==> config.mk <==
export PLATFORM = sky130hd
export DESIGN_NAME = mem_port_arbiter
export DESIGN_NICKNAME = d
export VERILOG_FILES = /design/src/rtl/mem_port_arbiter_pkg.sv /design/src/rtl/mem_port_arbiter_timeout_ctr.sv /design/src/rtl/mem_port_arbiter.sv
export SDC_FILE = /design/constraint.sdc
export NUM_CORES = 1
export LEC_CHECK = 0
export BUFFER_PORTS_ARGS = -buffer_cell sky130_fd_sc_hd__buf_2
export CAP_MARGIN = 25
export CORE_UTILIZATION = 25
export CTS_CLUSTER_DIAMETER = 100
export DETAILED_ROUTE_END_ITERATION = 16
export GPL_TIMING_DRIVEN = 0
export HOLD_SLACK_MARGIN = 0.08
export SLEW_MARGIN = 20
export SYNTH_ARGS = -nofsm -noshare
export SYNTH_HDL_FRONTEND = slang
export SYNTH_SLANG_ARGS = --single-unit
export TNS_END_PERCENT = 5
==> constraint.sdc <==
create_clock -name clk -period 3.6 [get_ports clk]
set_input_delay 0.54 -clock clk [delete_from_list [all_inputs] [get_ports clk]]
set_output_delay 0.54 -clock clk [all_outputs]
set_load 0.01 [all_outputs]
==> src/rtl/mem_port_arbiter_pkg.sv <==
// Shared types for the unified memory port arbiter: FSM states, grant codes
// and the fixed data-over-fetch priority rule.
package memarb_pkg;

   typedef enum logic [1:0] {
      IDLE    = 2'd0,
      IFETCH  = 2'd1,
      DACCESS = 2'd2,
      ERROR   = 2'd3
   } arb_state_e;

   localparam int TIMEOUT_CYCLES_DEF = 64;

   localparam logic [1:0] GNT_NONE  = 2'd0;
   localparam logic [1:0] GNT_FETCH = 2'd1;
   localparam logic [1:0] GNT_DATA  = 2'd2;

   // The Memory-stage access is the older instruction, so it always wins.
   function automatic logic [1:0] arb_grant(input logic data_pend, input logic fetch_pend);
      logic [1:0] g;
      g = GNT_NONE;
      if (data_pend) begin
         g = GNT_DATA;
      end else if (fetch_pend) begin
         g = GNT_FETCH;
      end
      return g;
   endfunction

endpackage

==> src/rtl/mem_port_arbiter_timeout_ctr.sv <==
// Busy-cycle watchdog: cleared when a transaction starts, flags the busy cycle
// in which LIMIT cycles have elapsed without completion.
module mem_timeout_ctr #(
   parameter int LIMIT = 64
) (
   input  logic clk,
   input  logic reset,
   input  logic clear,
   input  logic enable,
   output logic expired
);

   localparam int CW = $clog2(LIMIT + 1);

   logic [CW-1:0] cnt_q, cnt_d;

   always_comb begin
      cnt_d = cnt_q;
      if (clear) begin
         cnt_d = '0;
      end else if (enable && (cnt_q != CW'(LIMIT))) begin
         cnt_d = cnt_q + CW'(1);
      end
   end

   always_ff @(posedge clk) begin
      if (reset) begin
         cnt_q <= '0;
      end else begin
         cnt_q <= cnt_d;
      end
   end

   assign expired = enable && (cnt_q == CW'(LIMIT - 1));

endmodule

==> src/rtl/mem_port_arbiter.sv <==
// Shares one memory port between fetch and Memory-stage accesses.
// Optional busy-timeout watchdog with sticky error: define MEMARB_TIMEOUT_EN.
module mem_port_arbiter
   import memarb_pkg::*;
#(
   parameter int ADDR_W         = 32,
   parameter int DATA_W         = 32,
   parameter int TIMEOUT_CYCLES = TIMEOUT_CYCLES_DEF
) (
   input  logic              clk,
   input  logic              reset,
   input  logic              InstrReqF,
   input  logic [ADDR_W-1:0] PCF,
   output logic [DATA_W-1:0] InstrRdF,
   output logic              InstrValidF,
   input  logic              DataReqM,
   input  logic              DataWeM,
   input  logic [ADDR_W-1:0] ALUOutM,
   input  logic [DATA_W-1:0] WriteDataM,
   output logic [DATA_W-1:0] ReadDataM,
   output logic              DataValidM,
   output logic              MemStallF,
   output logic              MemStallM,
   output logic              MemReq,
   output logic              MemWe,
   output logic [ADDR_W-1:0] MemAddr,
   output logic [DATA_W-1:0] MemWData,
   input  logic [DATA_W-1:0] MemRData,
   input  logic              MemAck,
   output logic              MemErr
);

   arb_state_e        state_q, state_d;
   logic [ADDR_W-1:0] addr_q, addr_d;
   logic [DATA_W-1:0] wdata_q, wdata_d;
   logic              we_q, we_d;
   logic [DATA_W-1:0] irdata_q, irdata_d;
   logic [DATA_W-1:0] rdata_q, rdata_d;
   logic              ivld_q, ivld_d;
   logic              dvld_q, dvld_d;
   logic              ctr_clear;
   logic [1:0]        gnt;

   // A requester is not re-granted in its own valid (turnaround) cycle.
   assign gnt = arb_grant(DataReqM & ~dvld_q, InstrReqF & ~ivld_q);

`ifdef MEMARB_TIMEOUT_EN
   logic err_q, err_d;
   logic expired;

   mem_timeout_ctr #(.LIMIT(TIMEOUT_CYCLES)) u_timeout (
      .clk     (clk),
      .reset   (reset),
      .clear   (ctr_clear),
      .enable  (MemReq),
      .expired (expired)
   );
`else
   localparam int TIMEOUT_UNUSED = TIMEOUT_CYCLES;
`endif

   always_comb begin
      state_d   = state_q;
      addr_d    = addr_q;
      wdata_d   = wdata_q;
      we_d      = we_q;
      irdata_d  = irdata_q;
      rdata_d   = rdata_q;
      ivld_d    = 1'b0;
      dvld_d    = 1'b0;
      ctr_clear = 1'b0;
`ifdef MEMARB_TIMEOUT_EN
      err_d     = err_q;
`endif
      case (state_q)
         IDLE: begin
            case (gnt)
               GNT_DATA: begin
                  addr_d    = ALUOutM;
                  wdata_d   = WriteDataM;
                  we_d      = DataWeM;
                  ctr_clear = 1'b1;
                  state_d   = DACCESS;
               end
               GNT_FETCH: begin
                  addr_d    = PCF;
                  we_d      = 1'b0;
                  ctr_clear = 1'b1;
                  state_d   = IFETCH;
               end
               default: ;
            endcase
         end
         IFETCH, DACCESS: begin
            // An ack in the same cycle the watchdog expires still completes.
            if (MemAck) begin
               if (state_q == IFETCH) begin
                  irdata_d = MemRData;
                  ivld_d   = 1'b1;
               end else begin
                  dvld_d = 1'b1;
                  if (!we_q) begin
                     rdata_d = MemRData;
                  end
               end
               state_d = IDLE;
`ifdef MEMARB_TIMEOUT_EN
            end else if (expired) begin
               err_d   = 1'b1;
               state_d = ERROR;
`endif
            end
         end
         default: ;
      endcase
   end

   always_ff @(posedge clk) begin
      if (reset) begin
         state_q  <= IDLE;
         addr_q   <= '0;
         wdata_q  <= '0;
         we_q     <= 1'b0;
         irdata_q <= '0;
         rdata_q  <= '0;
         ivld_q   <= 1'b0;
         dvld_q   <= 1'b0;
`ifdef MEMARB_TIMEOUT_EN
         err_q    <= 1'b0;
`endif
      end else begin
         state_q  <= state_d;
         addr_q   <= addr_d;
         wdata_q  <= wdata_d;
         we_q     <= we_d;
         irdata_q <= irdata_d;
         rdata_q  <= rdata_d;
         ivld_q   <= ivld_d;
         dvld_q   <= dvld_d;
`ifdef MEMARB_TIMEOUT_EN
         err_q    <= err_d;
`endif
      end
   end

   assign MemReq      = (state_q == IFETCH) || (state_q == DACCESS);
   assign MemWe       = we_q;
   assign MemAddr     = addr_q;
   assign MemWData    = wdata_q;
   assign InstrRdF    = irdata_q;
   assign ReadDataM   = rdata_q;
   assign InstrValidF = ivld_q;
   assign DataValidM  = dvld_q;
   assign MemStallF   = InstrReqF & ~ivld_q;
   assign MemStallM   = DataReqM & ~dvld_q;
`ifdef MEMARB_TIMEOUT_EN
   assign MemErr      = err_q;
`else
   assign MemErr      = 1'b0;
`endif

endmodule

==> impl_summary.log <==
INFO  metric overflow = 0
INFO  metric yosys_register_bits = approximately 130
INFO  metric clk_pin_slew_worst_paths = 60 ps
INFO  metric critical_path.max_fanout = 7
INFO  metric hold-worst-slack = 367 ps
INFO  metric critical_path_arrival = 1430 ps
INFO  metric final_max_slew_viol_count = 0
INFO  metric start_util = 0.255
INFO  metric max_cap_violations = 0
INFO  metric critPathMaxStageDelay = 400 ps
INFO  metric cts.hold.buffers_added = 0
INFO  metric ctsLongestPathBuffers = 2
INFO  metric cell_count_after_synthesis = 633
INFO  metric cp_cell_sequence = inv_1, ha_1, buf_2
INFO  metric worst_hold_path.endpoint = MemWData[18]
INFO  metric syn_avg_cell_area = around 8 µm²
INFO  metric drt_iter0_markers = 214
INFO  metric drt_pass1_iterations = 4
INFO  metric grt.met1_usage = 0.195
INFO  metric grt_antenna_before_repair = 1
INFO  metric combinational_family_with_the_most_area_after_synthesis = simple AND/OR/NAND/NOR gates
INFO  metric slew_headroom = 0.513
INFO  metric vias_per_cell = 4.33
INFO  metric ys_types = 29
INFO  metric synth_adder_area_share = 0.00753
INFO  metric cts-buffers-inserted = 17
INFO  metric post_synth_xor_area_fraction = 0
INFO  metric r2r_setup_slack = approximately 1700 ps
INFO  metric min_period = approximately 2000 ps
INFO  metric cts_htree_levels = 4
INFO  metric crit_path_top_delay_cell = sky130_fd_sc_hd__ha_1
INFO  metric hold_path.class = in -> reg
INFO  metric setup-tns-final = 0 ps
INFO  metric cts_resized = 0
INFO  metric wire_length_of_the_first_global_routing_pass = 25200 µm
INFO  metric grt_pass1_vias = roughly 4900
INFO  metric critPathKind = reg -> out
INFO  metric place_congestion = 0.810
INFO  metric post_cts_buffers = 0
INFO  metric final_routed_wirelength_across_all_metal_layers = 16300 µm
INFO  metric most_common_library_cell_in_the_layout_ignoring_fill_and_taps = sky130_fd_sc_hd__buf_2
INFO  metric worst_hold_path.num_cells = 3
INFO  metric final_cell_mix = sky130_fd_sc_hd__buf_2 (280), sky130_fd_sc_hd__nand2_1 (230), sky130_fd_sc_hd__dfxtp_1 (133)
INFO  metric synth_compound_area_frac = 0.188
INFO  metric critical_path.endpoint_type = output port
INFO  metric depth_of_the_worst_register_to_register_path = 6
INFO  metric hold_viol = 0
INFO  metric achievable_freq = 507 MHz
INFO  metric chipWidth = 143 µm
INFO  metric tritoncts_clock_tree = done
INFO  metric antenna_left = 0
INFO  metric worst_pin_slew = 731 ps
INFO  metric io_pins = between 200 and 300
INFO  metric drt_drc_violations_left = 0
INFO  metric worst_path_dominant_cell_family = adder cells
INFO  metric vdd_drop_max = 292 µV
INFO  metric power_density = 631 nW/µm²
INFO  metric cp_num_buf_inv = 2
INFO  metric synth.cell_area = 4980 µm²
INFO  metric ys_seq_area_frac = 0.534
INFO  metric grt_max_degree = 17
INFO  metric clkSinkCount = 133
INFO  metric outcome = finished clean
INFO  metric share_of_the_cycle_needed_by_the_critical_path_after_routing = 0.548
INFO  metric clock_root_buffer = sky130_fd_sc_hd__clkbuf_16
INFO  metric num-nets-final = 1055
INFO  metric track_usage = 0.161
INFO  metric use_met2 = 0.264
INFO  metric unrepaired_setup_endpoints_after_global_routing = no
INFO  metric synth.yosys.warnings = 0
INFO  metric layout-area-overhead-vs-synth = 48.1%
INFO  metric synth.net_count = 770
INFO  metric global_route.usage.met3 = 0.0563
INFO  metric start_kind = register
INFO  metric drt-wirelength-per-cell = 13.6 µm
INFO  metric timing.critical_path.required = 3060 ps
INFO  metric dr_total_vias = 5188
INFO  metric rr_startpoint = state_q[0]
INFO  metric synth_simple_gate_area_share = 0.215
INFO  metric core_region_area = 19500 µm²
INFO  metric synth.area.mux_share = 0
INFO  metric floorplan.die_area = 20500 µm²
INFO  metric rows = 51
INFO  metric grt.busiest_layer = met2
INFO  metric setup_viol_count_final = 0
INFO  metric rr_endpoint = ReadDataM[29]
INFO  metric leakage = between 3 and 4 nW
INFO  metric port_buffer_count = around 270
INFO  metric post-dp-hpwl = 12100 µm
INFO  metric finClkSkew = 7.04 ps
INFO  metric fillers = 2080
INFO  metric share_of_layout_cells_above_drive_strength_1 = 0.352
INFO  metric die-height = 143 µm
INFO  metric worst_skew_pair.late_latency = 400 ps
INFO  metric timing.hold.worst.start = WriteDataM[18]
## power breakdown
| group | switching, mW | internal (mW) |
|---|---|---|
| Combinational | 0.482 | 0.325 |
| Sequential | 0.0679 | 1.62 |
| Clock | 0.697 | 1.47 |
## layer usage
layer | up-vias | share of wire | wire [µm]
met5 | - | 0 | 0
met4 | 0 | 0.013 | 218
met3 | 16 | 0.076 | 1230
met2 | 169 | 0.46 | 7530
met1 | 2354 | 0.45 | 7290
li1 | 2649 | - | -
## worst max-delay path by stage
stage / from / to / slack (ps) / cells past startpoint
after floorplan: state_q[0] / ReadDataM[1] / 1870 / 7
final: state_q[0] / MemReq / 1630 / 3
after detailed placement: reset / state_q[0] / 1270 / 4
after CTS: state_q[0] / ReadDataM[21] / 1540 / 6
after global placement: reset / InstrRdF[0] / 1300 / 4
after global routing: state_q[0] / ReadDataM[4] / 1390 / 6
## Yosys cell counts, drive strengths merged
cell type  number  area [µm²]
or4b            1        10.0
inv             5        18.8
clkbuf         24        90.1
conb            1        3.75
dfxtp         133        2660
nand2         230         863
a211oi         31         233
a21oi         129         646
ha              3        37.5
and3            1        6.26
a21boi          1        11.3
a311oi          1        8.76
o21ai           4        23.8
and2            2        12.5
nor3b           1        7.51
buf            25         160
nor4b           2        23.8
nand2b          2        15.0
nor2           35         134
a21o            1        7.51
a22oi           1        7.51
## worst min-delay path: cells and delay by family
kind | cells | cell delay (ps)
simple gates | 1 | 40
buf+inv | 1 | 90
compound gates | 1 | 50
## registers in the layout, summed over array words and instances, names as in the netlist
register,count
MemAddr,32
MemWData,32
DataValidM,1
InstrValidF,1
InstrRdF,32
state_q,2
ReadDataM,32
MemWe,1
## final cells by class
cell class | instances | area [µm²] | share of cell area
inverters | 5 | 18.8 | 0.00254
multi-input cells | 446 | 2050 | 0.278
plain buffers | 49 | 250 | 0.0339
clock buffers | 18 | 439 | 0.0595
clock inverters | 14 | 293 | 0.0397
flip-flops and latches | 133 | 2660 | 0.361
diodes | 1 | 2.50 | 0.000339
well taps | 265 | 332 | 0.0449
repair buffers | 266 | 1330 | 0.180
## per-stage QoR
stage | power [mW] | std cells | setup WS (ps) | area [µm²] | utilization
6_report | 4.66 | 1197 | 1630 | 7380 | 0.378
3_3_place_gp | 2.53 | 1164 | 1300 | 6650 | 0.340
5_1_grt | 4.90 | 1196 | 1390 | 7380 | 0.378
2_1_floorplan | 2.18 | 633 | 1870 | 4980 | -
3_5_place_dp | 2.53 | 1164 | 1270 | 6650 | 0.340
4_1_cts | 4.73 | 1196 | 1540 | 7380 | 0.378
## logic make-up after synthesis
logic type                 Yosys count
AOI/OAI and AO/OA                  168
adders and majority gates            3
buffers and inverters               54
DFF                                133
other                                1
and+or+nand+nor                    274
Power figures use the tool's default switching activity.
